`src/rtl/seg7_pkg.sv`:
```
// seg7_pkg: constants shared by the 7-segment scan driver and its hex decoder.
// Segment byte order is {a,b,c,d,e,f,g,dp}, all active-low (0 = segment lit).
// The hex table holds a..g only; the caller appends the decimal point.
package seg7_pkg;

  // Bit positions inside the 8-bit segment byte
  localparam int SEG_A_BIT  = 7;
  localparam int SEG_G_BIT  = 1;
  localparam int SEG_DP_BIT = 0;

  // All segments dark
  localparam logic [7:0] SEG_BLANK = 8'hFF;

  // a..g glyphs, active-low; entry n is the glyph for nibble value n
  localparam logic [15:0][6:0] HEX_SEG = {
    7'b0111000,  // F
    7'b0110000,  // E
    7'b1000010,  // d
    7'b0110001,  // C
    7'b1100000,  // b
    7'b0001000,  // A
    7'b0000100,  // 9
    7'b0000000,  // 8
    7'b0001111,  // 7
    7'b0100000,  // 6
    7'b0100100,  // 5
    7'b1001100,  // 4
    7'b0000110,  // 3
    7'b0010010,  // 2
    7'b1001111,  // 1
    7'b0000001   // 0
  };

endpackage

```
`src/rtl/seg7_hex_decode.sv`:
```
// seg7_hex_decode: 4-bit nibble to active-low a..g glyph.
// Latency: combinational, zero cycles.
// Backpressure: none; pure lookup.
module seg7_hex_decode
  import seg7_pkg::*;
(
  input  logic [3:0] nib_i,
  output logic [6:0] seg_o
);

  assign seg_o = HEX_SEG[nib_i];

endmodule

```
`src/rtl/seg7_scan_driver.sv`:
```
// seg7_scan_driver: multiplexed 7-segment driver, graph/hex modes, 16-step PWM dimming,
// double-buffered display data swapped at frame boundaries. Blinking only with SEG7_BLINK_EN.
// Latency: seg_out/anode_out registered, one cycle after the scan state; no backpressure.
module seg7_scan_driver
  import seg7_pkg::*;
#(
  parameter int NUM_DIGITS   = 4,
  parameter int SCAN_DIV     = 50000,
  parameter int BLINK_FRAMES = 64
) (
  input  logic                    clk,
  input  logic                    rst,
  input  logic [8*NUM_DIGITS-1:0] disp_num,
  input  logic [NUM_DIGITS-1:0]   dp_in,
  input  logic [NUM_DIGITS-1:0]   blank_mask,
  input  logic [NUM_DIGITS-1:0]   blink_mask,
  input  logic                    load,
  input  logic                    mode,
  input  logic                    page,
  input  logic [3:0]              brightness,
  output logic [7:0]              seg_out,
  output logic [NUM_DIGITS-1:0]   anode_out,
  output logic                    frame_done
);

  // A slot is 16 PWM phases of PH_LEN cycles; slot cycle = phase*PH_LEN + sub.
  localparam int PH_LEN = SCAN_DIV / 16;
  localparam int SUB_W  = (PH_LEN > 1) ? $clog2(PH_LEN) : 1;
  localparam int IDX_W  = $clog2(NUM_DIGITS);
  localparam logic [SUB_W-1:0] SUB_LAST = SUB_W'(PH_LEN - 1);
  localparam logic [IDX_W-1:0] IDX_LAST = IDX_W'(NUM_DIGITS - 1);

  logic [SUB_W-1:0] sub_q, sub_d;
  logic [3:0]       phase_q, phase_d;
  logic [IDX_W-1:0] idx_q, idx_d;
  logic             slot_end, frame_end;

  logic [8*NUM_DIGITS-1:0] stg_num_q, sh_num_q;
  logic [NUM_DIGITS-1:0]   stg_dp_q, sh_dp_q, stg_blank_q, sh_blank_q;
  logic                    pend_q, pend_d, xfer;

  logic [7:0]            seg_q, seg_d;
  logic [NUM_DIGITS-1:0] anode_q, anode_d;
  logic                  fd_q;

  logic [4*NUM_DIGITS-1:0] hex_page;
  logic [3:0]              nib;
  logic [6:0]              hex_seg;
  logic                    blink_dark, lit;

  assign slot_end  = (sub_q == SUB_LAST) && (phase_q == 4'hF);
  assign frame_end = slot_end && (idx_q == IDX_LAST);

  // Next scan position: sub-counter within a phase, phase within a slot, digit per slot
  always_comb begin
    sub_d   = sub_q + SUB_W'(1);
    phase_d = phase_q;
    idx_d   = idx_q;
    if (sub_q == SUB_LAST) begin
      sub_d   = '0;
      phase_d = phase_q + 4'd1;
      if (slot_end) idx_d = (idx_q == IDX_LAST) ? '0 : idx_q + IDX_W'(1);
    end
  end

  // Scan position registers
  always_ff @(posedge clk or posedge rst) begin
    if (rst) begin
      sub_q   <= '0;
      phase_q <= '0;
      idx_q   <= '0;
    end else begin
      sub_q   <= sub_d;
      phase_q <= phase_d;
      idx_q   <= idx_d;
    end
  end

  // Pending is set by a load and consumed at the frame boundary; a load landing
  // exactly on the boundary goes straight to the shadow, so nothing stays pending.
  always_comb begin
    pend_d = pend_q;
    if (load)      pend_d = 1'b1;
    if (frame_end) pend_d = 1'b0;
  end

  assign xfer = frame_end && (pend_q || load);

  // Staging captures every load; shadow only changes between frames so a scan never tears
  always_ff @(posedge clk or posedge rst) begin
    if (rst) begin
      stg_num_q   <= '0;
      stg_dp_q    <= '0;
      stg_blank_q <= '0;
      sh_num_q    <= '0;
      sh_dp_q     <= '0;
      sh_blank_q  <= '0;
      pend_q      <= 1'b0;
    end else begin
      pend_q <= pend_d;
      if (load) begin
        stg_num_q   <= disp_num;
        stg_dp_q    <= dp_in;
        stg_blank_q <= blank_mask;
      end
      if (xfer) begin
        sh_num_q   <= load ? disp_num   : stg_num_q;
        sh_dp_q    <= load ? dp_in      : stg_dp_q;
        sh_blank_q <= load ? blank_mask : stg_blank_q;
      end
    end
  end

`ifdef SEG7_BLINK_EN
  localparam int BC_W = (BLINK_FRAMES > 1) ? $clog2(BLINK_FRAMES) : 1;
  localparam logic [BC_W-1:0] BC_LAST = BC_W'(BLINK_FRAMES - 1);

  logic [NUM_DIGITS-1:0] stg_blink_q, sh_blink_q;
  logic [BC_W-1:0]       bcnt_q, bcnt_d;
  logic                  bphase_q, bphase_d;

  // Frame counter toggles the blink phase every BLINK_FRAMES frames
  always_comb begin
    bcnt_d   = bcnt_q;
    bphase_d = bphase_q;
    if (frame_end) begin
      if (bcnt_q == BC_LAST) begin
        bcnt_d   = '0;
        bphase_d = ~bphase_q;
      end else begin
        bcnt_d = bcnt_q + BC_W'(1);
      end
    end
  end

  // Blink mask follows the same staging/shadow path as the display data
  always_ff @(posedge clk or posedge rst) begin
    if (rst) begin
      stg_blink_q <= '0;
      sh_blink_q  <= '0;
      bcnt_q      <= '0;
      bphase_q    <= 1'b0;
    end else begin
      bcnt_q   <= bcnt_d;
      bphase_q <= bphase_d;
      if (load) stg_blink_q <= blink_mask;
      if (xfer) sh_blink_q  <= load ? blink_mask : stg_blink_q;
    end
  end

  assign blink_dark = bphase_q && sh_blink_q[idx_q];
`else
  logic unused_blink;
  assign unused_blink = ^blink_mask;
  assign blink_dark   = 1'b0;
`endif

  // Hex nibble for the current digit from the selected page
  assign hex_page = page ? sh_num_q[8*NUM_DIGITS-1:4*NUM_DIGITS] : sh_num_q[4*NUM_DIGITS-1:0];
  assign nib      = hex_page[{idx_q, 2'b00} +: 4];

  seg7_hex_decode u_hex (
    .nib_i (nib),
    .seg_o (hex_seg)
  );

  assign lit = (phase_q <= brightness) && !sh_blank_q[idx_q] && !blink_dark;

  // Segment/anode pattern for the current scan state; segments go dark with the anode
  always_comb begin
    seg_d   = SEG_BLANK;
    anode_d = '1;
    if (lit) begin
      anode_d = ~({{(NUM_DIGITS-1){1'b0}}, 1'b1} << idx_q);
      if (mode) begin
        seg_d[SEG_A_BIT:SEG_G_BIT] = hex_seg;
        seg_d[SEG_DP_BIT]          = ~sh_dp_q[idx_q];
      end else begin
        seg_d = sh_num_q[{idx_q, 3'b000} +: 8];
      end
    end
  end

  // Output registers; frame_done lands in the cycle after the boundary
  always_ff @(posedge clk or posedge rst) begin
    if (rst) begin
      seg_q   <= SEG_BLANK;
      anode_q <= '1;
      fd_q    <= 1'b0;
    end else begin
      seg_q   <= seg_d;
      anode_q <= anode_d;
      fd_q    <= frame_end;
    end
  end

  assign seg_out    = seg_q;
  assign anode_out  = anode_q;
  assign frame_done = fd_q;

endmodule

```
`config.mk`:
```
export PLATFORM = sky130hd
export DESIGN_NAME = seg7_scan_driver
export DESIGN_NICKNAME = d
export VERILOG_FILES = /design/src/rtl/seg7_pkg.sv /design/src/rtl/seg7_hex_decode.sv /design/src/rtl/seg7_scan_driver.sv
export SDC_FILE = /design/constraint.sdc
export NUM_CORES = 1
export LEC_CHECK = 0
export BUFFER_PORTS_ARGS = -buffer_cell sky130_fd_sc_hd__buf_2
export CAP_MARGIN = 20
export CORE_UTILIZATION = 50
export DETAILED_ROUTE_END_ITERATION = 7
export GPL_TIMING_DRIVEN = 0
export PLACE_DENSITY = 0.7
export SLEW_MARGIN = 10
export SYNTH_ARGS = -nofsm -noshare
export SYNTH_HDL_FRONTEND = slang
export SYNTH_HIERARCHICAL = 1
export SYNTH_SLANG_ARGS = --single-unit
```
`constraint.sdc`:
```
create_clock -name clk -period 11.6 [get_ports clk]
set_clock_uncertainty 0.05 [all_clocks]
set_input_delay 2.9 -clock clk [delete_from_list [all_inputs] [get_ports clk]]
set_output_delay 2.9 -clock clk [all_outputs]
set_load 0.03 [all_outputs]
```
# Word-level counts from Yosys, hierarchy flattened
# Memory sizes are Yosys's and may differ from the RTL's.
# Index checks and enable logic that the tools add are counted.
totals:
  register_bits: 112
  romBits: 112
  inputBits: 53
  out_inout_bits: 13
  word_cells: 52
  n_memories: 1
classes:
  n_addsub: 3
  n_lt_le_gt_ge: 3
  eq_ne: 3
  n_shift: 3
  mux: 16
  bitwise_logic: 2
  reduce_logical: 8
mem_list:
  columns: ["memory", "depth", "word_bits", "read_ports", "rd_ports_with_merged_regs", "write_ports", "line", "source"]
  rows:
  - ["(no name shown)", 16, 7, 1, 0, 0, "seg7_hex_decode.sv:11", "assign seg_o = HEX_SEG[nib_i];"]
op_table:
  columns: ["operator", "n"]
  rows:
  - ["32-bit two-way mux", 1]
  - ["32-bit by 6-bit indexed part select with 8-bit output", 1]
  - ["16-bit two-way mux", 1]
  - ["8-bit two-way mux", 2]
  - ["16-bit by 5-bit indexed part select with 4-bit output", 1]
  - ["12-bit by 1-bit adder with 12-bit output, second input constant", 1]
  - ["12-bit equality test, second input constant", 1]
  - ["12-bit two-way mux", 1]
  - ["4-bit two-way mux", 3]
  - ["7-bit two-way mux", 1]
  - ["4-bit by 5-bit less-than comparator with 1-bit output, second input constant", 1]
  - ["4-bit by 1-bit adder with 4-bit output, second input constant", 1]
  - ["1-bit binary-select mux with 2-bit select", 2]
  - ["4-bit equality test, second input constant", 1]
  - ["4-bit less-or-equal comparator", 1]
  - ["1-bit logical AND", 4]
  - ["1-bit two-way mux", 4]
  - ["4-bit NOT", 1]
  - ["1-bit by 2-bit << shifter with 4-bit output, first input constant", 1]
  - ["2-bit by 3-bit less-than comparator with 1-bit output, second input constant", 1]
  - ["2-bit by 1-bit adder with 2-bit output, second input constant", 1]
  - ["2-bit equality test, second input constant", 1]
  - ["2-bit two-way mux", 1]
  - ["2-bit AND reduction", 1]
  - ["4 further kinds", 4]

# Logic depth before layout (Yosys ltp)
logic_depth:
  depth_word: 6
  ltp_mapped: 12
  ltp_nobuf: 10

# Hierarchy
# Netlist, hierarchy kept.
by_module_without_submodules:
  columns: ["mod", "n_inst", "cells_each", "area_per_inst_um2", "seq_area_each_um2"]
  rows:
  - ["seg7_scan_driver", 1, 346, 4971.0, 2817.7]
  - ["seg7_hex_decode", 1, 32, 274.0, 0.0]

# Least setup slack after synthesis
# Ideal clock, no wire load.
synth_path:
  path_type: "input to register"
  startpoint: "in page"
  endpoint: "reg seg_q[4], in the netlist seg_out[4]"
  setup_ns: 0.097
  arrival_ns: 4.677
  required_time_ns: 11.453
  setup_slack_ns: 6.777
  cell_stages: 10
  cell_sequence: "clkbuf_1 mux4_2 nand2_1 nand2_1 inv_1 ha_1 inv_1 mux4_2 mux2i_1 nand3_1"
synth_between:
  elab_chain_cells: 6
synth_lines:
  columns: ["item", "line", "source"]
  rows:
  - ["start, declared", "seg7_scan_driver.sv:19", "input logic page,"]
  - ["16-bit two-way mux", "seg7_scan_driver.sv:159", "assign hex_page = page ? sh_num_q[8*NUM_DIGITS-1:4*NUM_DIGITS] : sh_num_q[4*NUM_DIGITS-1:0];"]
  - ["16-bit by 5-bit indexed part select with 4-bit output", "seg7_scan_driver.sv:160", "assign nib = hex_page[{idx_q, 2'b00} +: 4];"]
  - ["named net nib[0]", "seg7_scan_driver.sv:47", "logic [3:0] nib;"]
  - ["memory 16 x 7 bit", null, null]
  - ["7-bit two-way mux (implied by the code)", "seg7_hex_decode.sv:11", null]
  - ["named net hex_seg[3]", "seg7_scan_driver.sv:48", "logic [6:0] hex_seg;"]
  - ["8-bit two-way mux", "seg7_scan_driver.sv:175", "if (mode) begin"]
  - ["8-bit two-way mux", "seg7_scan_driver.sv:173", "if (lit) begin"]
  - ["named net seg_d[4]", "seg7_scan_driver.sv:42", "logic [7:0] seg_q, seg_d;"]
  - ["end signal, assigned", "seg7_scan_driver.sv:191", "seg_q <= seg_d;"]
  - ["end, declared", "seg7_scan_driver.sv:42", null]
# The timed path passes the listed nets, and every way through them passes these cells. The select of a mux whose other input is x is not followed.
# A chain may end at the register's enable or synchronous reset.

# Worst setup path in the final report
# Same ends and word-level chain as after synthesis.

==> results by group <==
Status
  • Outcome: completed

Power and ir drop
  • P per Cell Area: 114 mW/mm^2
  • Max rail drop VDD: 57.7 uV
  • Pleak: roughly 0.0029 uW

Logic synthesis
  • Syn Nets: ~450
  • Netlist cell types: 38
  • Sequential element share of the synthesized area: 53.7%
  • Synthesized instance count: approximately 380
  • Post-Syn Area per Cell: 13.9 sq um
  • Post-synth EDFFs: 0
  • YS warnings: 6
  • Primary FF master, synth: dfrtp_1
  • Synthesized area: roughly 0.0052 sq mm
  • Share of flip-flops with an asynchronous set or reset: 100%
  • Yosys reg bits: 112

Place
  • Hpwl dp: between 6000 and 7000 um
  • IO Port Bufs: 58
  • DP Area: ~0.0057 sq mm
  • Post-place setup slack: between 6 and 7 ns
  • GP Congestion: roughly 0.87

Route
  • Starting DRC count in detailed routing: 108
  • TritonRoute pass-1 iters: 4
  • Final ANT Viol Nets: 0
  • Wire per inst: ~16 um
  • Via count: approximately 3.2k
  • DRT Wirelength: approximately 9500 um
  • # DRC: 0
  • DR vias/cell: 5.39

STA
  • Measured slew at the worst slew-check pin: roughly 0.69 ns
  • Final setup fails: 0
  • Final min period: roughly 4.8 ns
  • Final Cycle Share: between 40% and 50%
  • Fin. Hold Viols: 0
  • Setup ws final: roughly 6.8 ns
  • RSZ-0062 raised after global routing: no
  • Slew Viols, Final: 0
  • Max Freq: 210 MHz
  • Slew HR: around 54%
  • Setup TNS: 0 ns

Clocking
  • CTS tree: done
  • Post-CTS Setup Bufs: 0
  • Clk sinks: 112
  • Clk buf depth: 2
  • CTS hold repair buffers: 0
  • Clock transition at the registers of the reported paths: around 0.10 ns
  • Htree depth: 3
  • CTS buffer count: 9
  • Post_cts resized: 0
  • Clock Tree Root: clkbuf_8
  • Insertion delay to the later sink of the worst-skew pair: between 0.3 and 0.4 ns

Job
  • Max-cap viol count: 0

Final layout
  • Most common cell after layout, fill and taps aside: dfrtp_1
  • Area growth syn-to-layout: 12.9%
  • N_diodes: 0
  • Layout cells sized above 1: between 20% and 30%
  • Most frequent cells in the layout: dfrtp_1, mux2_1, buf_2
  • Final core utilization: between 50% and 60%
  • Fin area: between 0.005 and 0.006 sq mm
  • Layout Nets: between 500 and 600

Setup path
  • Max Fanout on Critical Path: 8
  • Worst setup EP type: flop
  • Crit-path slowest cell: mux4_2
  • Critical Path Start Type: primary input
  • Slowest cell delay on critical path: ~0.44 ns
  • Critical Path AT: 4.98 ns
  • Crit path from: page
  • CP Cell Sequence: clkbuf_1 -> mux4_2 -> nand2_1 -> nand2_1 -> inv_1 -> ha_1 -> inv_1 -> mux4_2 -> mux2i_1 -> nand3_1
  • Critical Path RT: approximately 12 ns
  • Origin of the critical flop-to-flop path: idx_q[0]$_DFFE_PP0P_
  • WS Path Type: in -> reg

Floorplan
  • Starting Density: a little over 50%
  • I/O pin cnt: between 60 and 70
  • Die width: approximately 100 um
  • Core footprint: 0.0102 sq mm
  • Full die area: ~0.011 sq mm
  • Die H: between 100 and 150 um
  • FP Rows: 37

Hold path
  • Worst min-delay path category: reg -> reg
  • Hold Startpoint: stg_num_q[0]$_DFF_PP0_

GRT
  • GRT Util Overall: around a fifth
  • First-pass GRT wire length: about 16000 um
  • Initial antenna violation count: 0
  • Grt total ovfl: 0
  • Largest net degree at the start of global routing: between 60 and 70
  • Vias in the first global route: roughly 3.2k
## final timing paths
check	depth (start not counted)	slack [ns]	to
max reg2reg	11	8.87	seg_out[7]$_DFF_PP1_
max in group asynchronous	3	8.31	anode_out[2]$_DFF_PP1_
min	1	0.44	stg_num_q[0]$_DFF_PP0_
min reg2reg	1	0.44	stg_num_q[0]$_DFF_PP0_
min in group asynchronous	2	2.51	stg_num_q[30]$_DFF_PP0_
max	10	6.84	seg_out[4]$_DFF_PP1_
## cell families (layout without fill, tap and decap cells)
logic type | Yosys count | in the layout | share of synthesized area, %
buffers and inverters | 35 | 110 | 2.91
adders and majority gates | 18 | 18 | 4.29
xor gates and xnor gates | 12 | 12 | 2.00
muxes | 113 | 113 | 27.8
AOI/OAI and AO/OA | 14 | 14 | 1.67
and+or+nand+nor | 74 | 74 | 7.56
DFF | 112 | 112 | 53.7
## cell type report
cell class	count	area [sq um]
clock inverter	5	41.3
fill	830	4310
inverter	14	57.6
timing repair buffer	59	318
multi-input combinational	231	2270
sequential	112	2820
buffer	21	100
tap	136	170
clock buffer	11	141
## synth_stat cells (3+ instances only)
master	n	area, sq um
xor2_1	3	26.3
mux2i_1	12	120
o21ai_1	7	35.0
ha_1	18	225
inv_1	12	45.0
nor2_1	16	60.1
nand3_1	18	90.1
and3_1	3	18.8
buf_1	5	18.8
and2_1	3	18.8
dfrtp_1	100	2500
mux2_1	82	923
mux4_2	18	405
buf_2	11	55.1
nand4_1	3	18.8
nand2_1	17	63.8
dfstp_2	12	315
clkbuf_1	4	15.0
xnor2_1	9	78.8
## critical path, delay by kind of cell
| family | cells | cell delay [ns] |
|---|---|---|
| adder cells (fa/ha/maj) | 1 | 0.30 |
| AND/OR/NAND/NOR | 3 | 0.35 |
| buffers and inverters | 3 | 0.56 |
| multiplexers | 3 | 0.86 |
## where the power goes
| part | switching [uW] | leakage [uW] | internal (uW) | total, uW |
|---|---|---|---|---|
| clock network | 133 | 0.0000914 | 86.2 | 220 |
| registers | 3.14 | 0.00141 | 406 | 409 |
| logic | 25.1 | 0.00138 | 18.6 | 43.7 |
| total | 162 | 0.00289 | 510 | 672 |
## state kept, by name, indices dropped and copies added (netlist names)
signal,cells
sh_num_q,32
stg_num_q,32
sub_q,12
seg_out,8
anode_out,4
phase_q,4
sh_blank_q,4
sh_dp_q,4
stg_blank_q,4
stg_dp_q,4
idx_q,2
frame_done,1
pend_q,1
## per-stage QoR
step / power, uW / hold slack, ns / instances
3_5_place_dp: 462 / 0.416 / 573
3_3_place_gp: 458 / 0.410 / 572
6_report: 672 / 0.437 / 589
5_1_grt: 699 / 0.455 / 589
4_1_cts: 676 / 0.438 / 589
2_1_floorplan: 443 / 0.398 / 378
## metal layers
layer	global-route usage, %	share of wire (%)	vias to the layer above
met5	0	0	-
met4	5.51	0.94	0
met3	4.14	4.5	11
met2	29.6	47	75
met1	27.0	47	1609
li1	-	-	1482
Power figures use the tool's default switching activity.
